`src/rtl/fp_multiplier_16_bit.sv`:
```
// fp_multiplier_16_bit: 3-stage pipelined binary16 multiplier.
// Stage 1 unpacks and classifies operands, stage 2 forms the 22-bit
// significand product, stage 3 normalises, rounds and registers the
// result and flags. Subnormal inputs and results are flushed to zero.
// The whole pipe advances together and holds on output backpressure.
module fp_multiplier_16_bit #(
    parameter logic [15:0] QNAN_VALUE = 16'h7E00,
    parameter int unsigned ROUND_MODE = 0
) (
    input  logic        clock,
    input  logic        reset,
    input  logic        in_valid,
    output logic        in_ready,
    input  logic [15:0] operand_a,
    input  logic [15:0] operand_b,
    output logic        out_valid,
    input  logic        out_ready,
    output logic [15:0] result,
    output logic        overflow_flag,
    output logic        underflow_flag,
    output logic        zero_flag,
    output logic        infinity_flag,
    output logic        NaN_flag
);

    typedef enum logic [1:0] {
        CLS_FINITE,
        CLS_ZERO,
        CLS_INF,
        CLS_NAN
    } class_t;

    logic advance;

    // Stage 1 registers
    logic              s1_valid;
    logic              s1_sign;
    class_t            s1_class;
    logic signed [6:0] s1_exp;
    logic [10:0]       s1_mant_a;
    logic [10:0]       s1_mant_b;

    // Stage 2 registers
    logic              s2_valid;
    logic              s2_sign;
    class_t            s2_class;
    logic signed [6:0] s2_exp;
    logic [21:0]       s2_prod;

    // Stage 1 combinational
    logic [4:0]        ea, eb;
    logic [9:0]        ma, mb;
    logic              a_zero, b_zero, a_inf, b_inf, a_nan, b_nan;
    class_t            in_class;
    logic signed [6:0] in_exp_sum;

    // Stage 2 combinational
    logic [21:0]       prod;

    // Stage 3 combinational
    logic [10:0]       norm_mant;
    logic              guard_bit;
    logic              sticky_bit;
    logic              round_up;
    logic signed [6:0] norm_exp;
    logic [11:0]       mant_sum;
    logic signed [6:0] final_exp;
    logic [9:0]        final_frac;
    logic [15:0]       next_result;
    logic              next_overflow;
    logic              next_underflow;
    logic              next_zero;
    logic              next_infinity;
    logic              next_nan;

    assign advance  = !out_valid || out_ready;
    assign in_ready = advance;

    // Unpack operands, classify the pair and form the unbiased exponent sum
    always_comb begin
        ea = operand_a[14:10];
        eb = operand_b[14:10];
        ma = operand_a[9:0];
        mb = operand_b[9:0];
        a_zero = (ea == 5'd0);
        b_zero = (eb == 5'd0);
        a_inf  = (ea == 5'h1F) && (ma == 10'd0);
        b_inf  = (eb == 5'h1F) && (mb == 10'd0);
        a_nan  = (ea == 5'h1F) && (ma != 10'd0);
        b_nan  = (eb == 5'h1F) && (mb != 10'd0);
        in_class = CLS_FINITE;
        if (a_nan || b_nan || (a_inf && b_zero) || (b_inf && a_zero)) begin
            in_class = CLS_NAN;
        end else if (a_inf || b_inf) begin
            in_class = CLS_INF;
        end else if (a_zero || b_zero) begin
            in_class = CLS_ZERO;
        end
        in_exp_sum = $signed({2'b00, ea}) + $signed({2'b00, eb}) - 7'sd15;
    end

    // Significand product with hidden bits included
    always_comb begin
        prod = {11'd0, s1_mant_a} * {11'd0, s1_mant_b};
    end

    // Normalise, round, and resolve specials / range limits into the output word
    always_comb begin
        if (s2_prod[21]) begin
            norm_mant  = s2_prod[21:11];
            guard_bit  = s2_prod[10];
            sticky_bit = |s2_prod[9:0];
            norm_exp   = s2_exp + 7'sd1;
        end else begin
            norm_mant  = s2_prod[20:10];
            guard_bit  = s2_prod[9];
            sticky_bit = |s2_prod[8:0];
            norm_exp   = s2_exp;
        end
        round_up = (ROUND_MODE == 0) ? (guard_bit && (sticky_bit || norm_mant[0])) : 1'b0;
        mant_sum = {1'b0, norm_mant} + {11'd0, round_up};
        // A carry out of rounding leaves 1.000..0, so bump the exponent
        if (mant_sum[11]) begin
            final_exp  = norm_exp + 7'sd1;
            final_frac = mant_sum[10:1];
        end else begin
            final_exp  = norm_exp;
            final_frac = mant_sum[9:0];
        end

        next_result    = '0;
        next_overflow  = 1'b0;
        next_underflow = 1'b0;
        next_zero      = 1'b0;
        next_infinity  = 1'b0;
        next_nan       = 1'b0;
        case (s2_class)
            CLS_NAN: begin
                next_result = QNAN_VALUE;
                next_nan    = 1'b1;
            end
            CLS_INF: begin
                next_result   = {s2_sign, 5'h1F, 10'd0};
                next_infinity = 1'b1;
            end
            CLS_ZERO: begin
                next_result = {s2_sign, 15'd0};
                next_zero   = 1'b1;
            end
            default: begin
                if (final_exp >= 7'sd31) begin
                    next_result   = {s2_sign, 5'h1F, 10'd0};
                    next_overflow = 1'b1;
                    next_infinity = 1'b1;
                end else if (final_exp <= 7'sd0) begin
                    next_result    = {s2_sign, 15'd0};
                    next_underflow = 1'b1;
                    next_zero      = 1'b1;
                end else begin
                    next_result = {s2_sign, final_exp[4:0], final_frac};
                end
            end
        endcase
    end

    // Pipeline registers: every stage moves on advance, holds otherwise
    always_ff @(posedge clock) begin
        if (reset) begin
            s1_valid       <= 1'b0;
            s1_sign        <= 1'b0;
            s1_class       <= CLS_FINITE;
            s1_exp         <= '0;
            s1_mant_a      <= '0;
            s1_mant_b      <= '0;
            s2_valid       <= 1'b0;
            s2_sign        <= 1'b0;
            s2_class       <= CLS_FINITE;
            s2_exp         <= '0;
            s2_prod        <= '0;
            out_valid      <= 1'b0;
            result         <= '0;
            overflow_flag  <= 1'b0;
            underflow_flag <= 1'b0;
            zero_flag      <= 1'b0;
            infinity_flag  <= 1'b0;
            NaN_flag       <= 1'b0;
        end else if (advance) begin
            s1_valid  <= in_valid;
            s1_sign   <= operand_a[15] ^ operand_b[15];
            s1_class  <= in_class;
            s1_exp    <= in_exp_sum;
            s1_mant_a <= {1'b1, ma};
            s1_mant_b <= {1'b1, mb};
            s2_valid  <= s1_valid;
            s2_sign   <= s1_sign;
            s2_class  <= s1_class;
            s2_exp    <= s1_exp;
            s2_prod   <= prod;
            out_valid <= s2_valid;
            // Output word only changes when a real entry arrives
            if (s2_valid) begin
                result         <= next_result;
                overflow_flag  <= next_overflow;
                underflow_flag <= next_underflow;
                zero_flag      <= next_zero;
                infinity_flag  <= next_infinity;
                NaN_flag       <= next_nan;
            end
        end
    end

endmodule
```
`config.mk`:
```
export PLATFORM = sky130hd
export DESIGN_NAME = fp_multiplier_16_bit
export DESIGN_NICKNAME = d
export VERILOG_FILES = /design/src/rtl/fp_multiplier_16_bit.sv
export SDC_FILE = /design/constraint.sdc
export NUM_CORES = 1
export LEC_CHECK = 0
export ABC_AREA = 1
export CORE_ASPECT_RATIO = 0.6
export CORE_UTILIZATION = 40
export DETAILED_ROUTE_END_ITERATION = 16
export GPL_TIMING_DRIVEN = 1
export PLACE_DENSITY = 0.64
export SYNTH_ARGS = -nofsm -noshare
export SYNTH_HDL_FRONTEND = slang
export SYNTH_SLANG_ARGS = --single-unit
```
`constraint.sdc`:
```
create_clock -name clock -period 11.8 [get_ports clock]
set_input_delay 1.77 -clock clock [delete_from_list [all_inputs] [get_ports clock]]
set_output_delay 1.77 -clock clock [all_outputs]
set_load 0.03 [all_outputs]
```
==> flow_summary.toml, run 1 <==
[run_status]
status = "complete, no violations"

[drt]
drc = 0
totalWireLength_um = 20340
antenna_left = 0
drtPass1Iterations = 5
num_vias = 7523
drt_iter0_markers = 508
wire_per_inst_um = 13.28
post_drt_via_cell_ratio = 4.914

[synthesis]
synth_warnings = 0
synth_top_family_by_area = "adder cells"
syn-num-nets = 1415
synth_area_leaders = "dfxtp_1 20%, fa_1 19%, nand2_1 12%, inv_1 11%, ha_1 10%"
synth_cell_types = 39
synth_top_area_cell = "dfxtp_1"
synth_top_area_share_pct = 20.18
synthCells = 1226
async_flop_share_pct = 0
synth-compound-area-share_pct = 11.45
muxShareOfSynthArea_pct = 0
synthAdderAreaFrac_pct = 29.22
syn_area_um2 = 8632
postSynthAreaPerCell_um2 = 7.041
synth-xor-area-share_pct = 2.232
ys_ff_latch = 87
yosys.area_share.simple_pct = 23.44
synth_edf_count = 0
ys_seq_area_share_pct = 20.18
synth_flop_cell = "dfxtp_1"

[cells_and_area]
drive_above_1_share_pct = 3.514
final-seq-area_um2 = 1742
post-route-util_pct = 45.97
most-common-layout-cells = "273 x nand2_1, 247 x inv_1, 125 x nor2_1"
num_antenna_cells = 0
area_growth_pct = 12.29
final_common_cell = "nand2_1"
multi_input_area_um2 = 5734
nNetsFinal = 1436
nFillCells = 2143

[clock_tree]
h-tree-depth = 3
cts_tree = "done"
clockBufferDepth = 2
postCtsSetupBuffers = 0
clkSinkCount = 87
cts_hold_buffers = 0
cts_buffers = 9
cts-root-buf = "clkbuf_16"
clk_pin_slew_ns = 0.07
ctsResizeCount = 0
insertion_delay_ns = 0.36

[flow_run]
max_cap_violations = 0

[timing]
rsz0062_at_grt = "no"
tightest_slew_ns = 0.8030
drv_slew = 0
skew_ns = 0.01245
max_freq_ghz = 0.1763
timing.final.crit_share_pct = 48.06
hold_violations = 0
slew-limit-headroom_pct = 46.40
fin_setup_tns_ns = 0
period_needed_ns = 5.671
setup-violations-final = 0

[die]
core_area_um2 = 21080
initial_core_util_pct = 40.94
boundaryPins = 59
rows = 41
dieArea_um2 = 22190
die_x_um = 191.7
fp.dieH_um = 115.8

[grt]
antenna_found_initial = 0
grt_max_degree = 69
grtUsageTotal_pct = 20.11
grt_pass1_vias = 7220
grt_pass1_wl_um = 35580
gr-total-overflow = 0

[hold_path]
hp-start = "result[11]$_SDFFE_PP0P_"
min_path_cells = 2
hp-class = "reg2reg"

[critical_path]
crit_type = "reg2reg"
cp_slowest_cell = "dfxtp_1"
crit_path_end_kind = "register"
slowest_delay_ns = 0.85
crit-reg2reg-launch = "s1_mant_a[10]$_SDFFE_PP0N_"
path_cells = "nand2_1 -> fa_1 -> fa_1 -> inv_1 -> fa_1 -> fa_1 -> inv_1 -> fa_1 -> inv_1 -> ha_1 -> nand2_1 -> nor2_1 -> o21ai_0 -> o211ai_1 -> nor2_1 -> o21bai_1 -> nand3_1 -> nand3_1 -> nand3_1 -> nand3_1 -> inv_1"
crit_start = "s1_mant_a[10]$_SDFFE_PP0N_"
path_common_cell = "fa_1"
cp_max_fo = 22
worstPathArrival_ns = 5.92
startpoint_type = "register"
required_ns = 12.05
rr_worst_depth = 21

[placed_design]
portBuffers = 58
dp_hpwl_um = 16190
gp_congestion = 0.9053

[power]
power_density_nw_per_um2 = 107.3
leakage_nw = 5.232
peakVddDrop_mv = 0.05935
final cells by class:
type | count | share of cell area (%)
clock buffers | 9 | 2.323
well taps | 279 | 3.601
repair buffers | 62 | 6.299
flip-flops and latches | 87 | 17.97
clock inverters | 7 | 0.8907
inverters | 252 | 9.759
multi-input cells | 835 | 59.16
critical path: cells and delay by family, from the launching register on:
family,cells,cell delay (ns)
adders and majority gates,6,3.01
and+or+nand+nor,8,1.03
DFF,1,0.85
AOI/OAI and AO/OA,3,0.48
buffers and inverters,4,0.20
metrics by stage:
| stage | instance area (um2) | cells | hold slack, ns | setup WS (ns) | total power [mW] |
|---|---|---|---|---|---|
| 3_3_place_gp | 9382 | 1515 | 0.4540 | 6.415 | 0.7448 |
| 4_1_cts | 9693 | 1531 | 0.4700 | 6.192 | 1.048 |
| 2_1_floorplan | 8632 | 1226 | 0.4422 | 6.834 | 0.6477 |
| 5_1_grt | 9693 | 1531 | 0.4806 | 5.753 | 1.126 |
| 3_5_place_dp | 9382 | 1515 | 0.4583 | 6.265 | 0.7494 |
| 6_report | 9693 | 1531 | 0.4678 | 6.129 | 1.040 |
registers in the layout (all words and copies together) (netlist names), 2 cells and up:
| signal | flops |
|---|---|
| s1_mant_b | 10 |
| s1_mant_a | 11 |
| s1_exp | 7 |
| s1_class | 2 |
| result | 16 |
| s2_class | 2 |
| s2_prod | 22 |
| s2_exp | 7 |
final timing paths:
kind | end | slack (ns)
max | s2_prod[18]$_SDFFE_PP0N_ | 6.13
min | result[11]$_SDFFE_PP0P_ | 0.47
max reg2reg | s2_prod[18]$_SDFFE_PP0N_ | 6.13
min reg2reg | result[11]$_SDFFE_PP0P_ | 0.47
cells in the mapped netlist (3+ instances only):
cell,instances
dfxtp_1,87
xor2_1,10
o21ai_0,76
a21oi_1,53
fa_1,81
ha_1,72
a31oi_1,8
nand2_2,7
inv_1,248
nor2_1,126
o21bai_1,11
clkbuf_1,47
nor4_1,8
nand4_1,17
o21a_1,4
o211ai_1,11
nor3_1,8
nand3_1,36
nand2_1,273
xnor2_1,12
inv_2,3
nor2_4,3
per-layer routing:
metal / track usage (%) / share of wire (%)
met1: 31.25 / 55
met2: 28.74 / 39
met3: 3.786 / 5.6
met4: 3.545 / 0.54
met5: 0 / 0
kinds of logic (layout without fill, tap and decap cells):
group,after synthesis,in the layout
flip-flops,87,87
adder cells (fa/ha/maj),153,153
AO/OA/AOI/OAI,176,176
AND/OR/NAND/NOR,484,484
buffers and inverters,304,330
XOR/XNOR,22,22
where the power goes:
part / switching (mW) / internal (mW) / total, mW / leakage, nW
Combinational: 0.232 / 0.150 / 0.382 / 4.36
Sequential: 0.0392 / 0.325 / 0.364 / 0.716
Clock: 0.143 / 0.152 / 0.294 / 0.151
Power figures use the tool's default switching activity.
==> run 2: changes to the inputs <==
- PLACE_DENSITY: 0.64 -> 0.66
- clock period: 11.8 -> 4.9 ns (I/O delays scaled with it)
==> run 2 against run 1 <==
Setup slack worse by 5.9 ns. Non-clock buffer count is 61 higher. Critical endpoint is now s2_prod[20]$_SDFFE_PP0N_. Clock skew is 0.0043 ns higher. Cell area is 8.7% higher. Utilization is 4.0 points higher. Combinational power grew to 3.1 times the previous value. Via count is 4.1% higher. Register-to-register slack worse by 5.9 ns. Die area stayed put. First-iteration DRC count is 17% higher.
==> flow_summary.toml, run 2 (same netlist as run 1, synthesis figures left out) <==
[grt]
grt_pass1_wl_um = 35240
grt_pass1_vias = 7243
gr-total-overflow = 0
grt_max_degree = 65
antenna_found_initial = 0
grtUsageTotal_pct = 20.03

[die]
dieArea_um2 = 22190
initial_core_util_pct = 40.94
die_x_um = 191.7
fp.dieH_um = 115.8
rows = 41
core_area_um2 = 21080
boundaryPins = 59

[power]
leakage_nw = 5.570
power_density_nw_per_um2 = 260.9
power_mw = 2.749
peakVddDrop_mv = 0.1796

[critical_path]
required_ns = 5.21
crit_start = "s1_mant_a[6]$_SDFFE_PP0N_"
r2r_slack_ns = 0.19
cp_slowest_cell = "fa_1"
startpoint_type = "register"
crit_type = "reg2reg"
critical-path-top-delay-family = "adder cells"
r2r-end = "s2_prod[20]$_SDFFE_PP0N_"
cp_max_fo = 7
path_cells = "buf_12 -> buf_4 -> nand2_1 -> fa_1 -> inv_1 -> fa_1 -> fa_1 -> fa_1 -> ha_1 -> ha_1 -> nand4_1 -> nor4_4 -> buf_4 -> nand4_1 -> nand3_2 -> a21oi_2 -> o21ai_1 -> o211ai_1 -> inv_1"
crit-reg2reg-launch = "s1_mant_a[6]$_SDFFE_PP0N_"
slowest_delay_ns = 0.53
crit_path_end_kind = "register"
crit_buf_inv = 5
path_common_cell = "fa_1"
rr_worst_depth = 19
worstPathArrival_ns = 5.02

[placed_design]
dp_slack_ns = -0.1713
portBuffers = 58
gp_congestion = 0.9202
dpl-instance-area_um2 = 9762
dp_hpwl_um = 16740

[clock_tree]
clockBufferDepth = 2
clk_pin_slew_ns = 0.08
cts_hold_buffers = 0
h-tree-depth = 3
cts_tree = "done"
cts-root-buf = "clkbuf_16"
cts_buffers = 9
insertion_delay_ns = 0.37
clkSinkCount = 87

[timing]
timing.final.crit_share_pct = 96.12
period_needed_ns = 4.710
drv_slew = 0
tightest_slew_ns = 0.7803
skew_ns = 0.01678
setup-violations-final = 0
slew-limit-headroom_pct = 47.91
hold_violations = 0
fin_ws_ns = 0.1901
max_freq_ghz = 0.2123
fin_setup_tns_ns = 0

[cells_and_area]
area_growth_pct = 22.05
post-route-util_pct = 49.97
nNetsFinal = 1497
reg.largest.list = "s2_prod x22, result x16, s1_mant_a x11"
top_register = "s2_prod"
drive_above_1_share_pct = 13.48
num_antenna_cells = 0
final_common_cell = "nand2_1"
fin_area_um2 = 10540
largest_register_ffs = 22
most-common-layout-cells = "267 x nand2_1, 241 x inv_1, 121 x nor2_1"

[hold_path]
hp-start = "NaN_flag$_SDFFE_PP0P_"
hp-class = "reg2reg"
min_path_cells = 2
hold_path_end = "NaN_flag$_SDFFE_PP0P_"

[drt]
drc = 0
antenna_left = 0
post_drt_via_cell_ratio = 4.918
wire_per_inst_um = 13.28
drtPass1Iterations = 5
drt_iter0_markers = 596
totalWireLength_um = 21140
num_vias = 7830

[flow_run]
max_cap_violations = 0

[run_status]
status = "complete, no violations"
-- run 2: cell types whose count changed in the layout (fill, tap and decap cells not counted), sizes merged --
cell      previous run  this run
inv                254       253
clkinv               5         4
clkinvlp             0         2
buf                  4        65
-- run 2: repair_timing --
action / 4_1_cts / 5_1_grt
pin swaps: 6 / 47
gates resized for setup: 30 / 77
buffers inserted: 1 / 11
gates cloned: 0 / 0
endpoints found under the setup margin: 8 / 10
-- run 2: worst max path at each step --
stage	slack (ns)	endpoint	depth (start not counted)
2_1_floorplan	0.01	s2_prod[18]$_SDFFE_PP0N_	22
3_3_place_gp	-0.13	s2_prod[16]$_SDFFE_PP0N_	21
3_5_place_dp	-0.17	s2_prod[16]$_SDFFE_PP0N_	21
4_1_cts	0.0007	s2_prod[16]$_SDFFE_PP0N_	22
5_1_grt	-0.07	s2_prod[19]$_SDFFE_PP0N_	25
6_report	0.19	s2_prod[20]$_SDFFE_PP0N_	19
-- run 2: routing by layer --
| metal | track usage (%) | vias up | share of wire, % |
|---|---|---|---|
| met5 | 0 | - | 0 |
| met4 | 3.757 | 0 | 0.69 |
| met3 | 4.755 | 11 | 6.6 |
| met2 | 28.04 | 216 | 39 |
| met1 | 30.91 | 3659 | 53 |
| li1 | - | 3944 | - |
-- run 2: worst reg2reg max path: stages (launching register included) --
cell and delay (ns):
dfxtp_2 0.34, buf_12 0.12, buf_4 0.12, nand2_1 0.07, fa_1 0.53, inv_1 0.05, fa_1 0.46, fa_1 0.52
fa_1 0.49, ha_1 0.32, ha_1 0.42, nand4_1 0.24, nor4_4 0.22, buf_4 0.16, nand4_1 0.12, nand3_2 0.13
a21oi_2 0.06, o21ai_1 0.11, o211ai_1 0.10, inv_1 0.08
-- run 2: final cells by class --
type	count	area, um2
clock buffer	9	225.2
clock inverter	7	78.83
fill	2037	10550
inverter	252	945.9
multi-input combinational	835	6027
sequential	87	1798
tap	279	349.1
timing repair buffer	123	1111
-- run 2: per-stage QoR --
stage	std cells	hold slack, ns
floorplan	1226	0.4422
global placement	1564	0.4518
detailed placement	1564	0.4569
CTS	1581	0.4686
global route	1592	0.4854
finish	1592	0.4652
-- run 2: power breakdown --
group | switching (mW) | internal, mW | leakage, nW
Clock | 0.344 | 0.361 | 0.141
Combinational | 0.668 | 0.528 | 4.70
Sequential | 0.0661 | 0.782 | 0.725
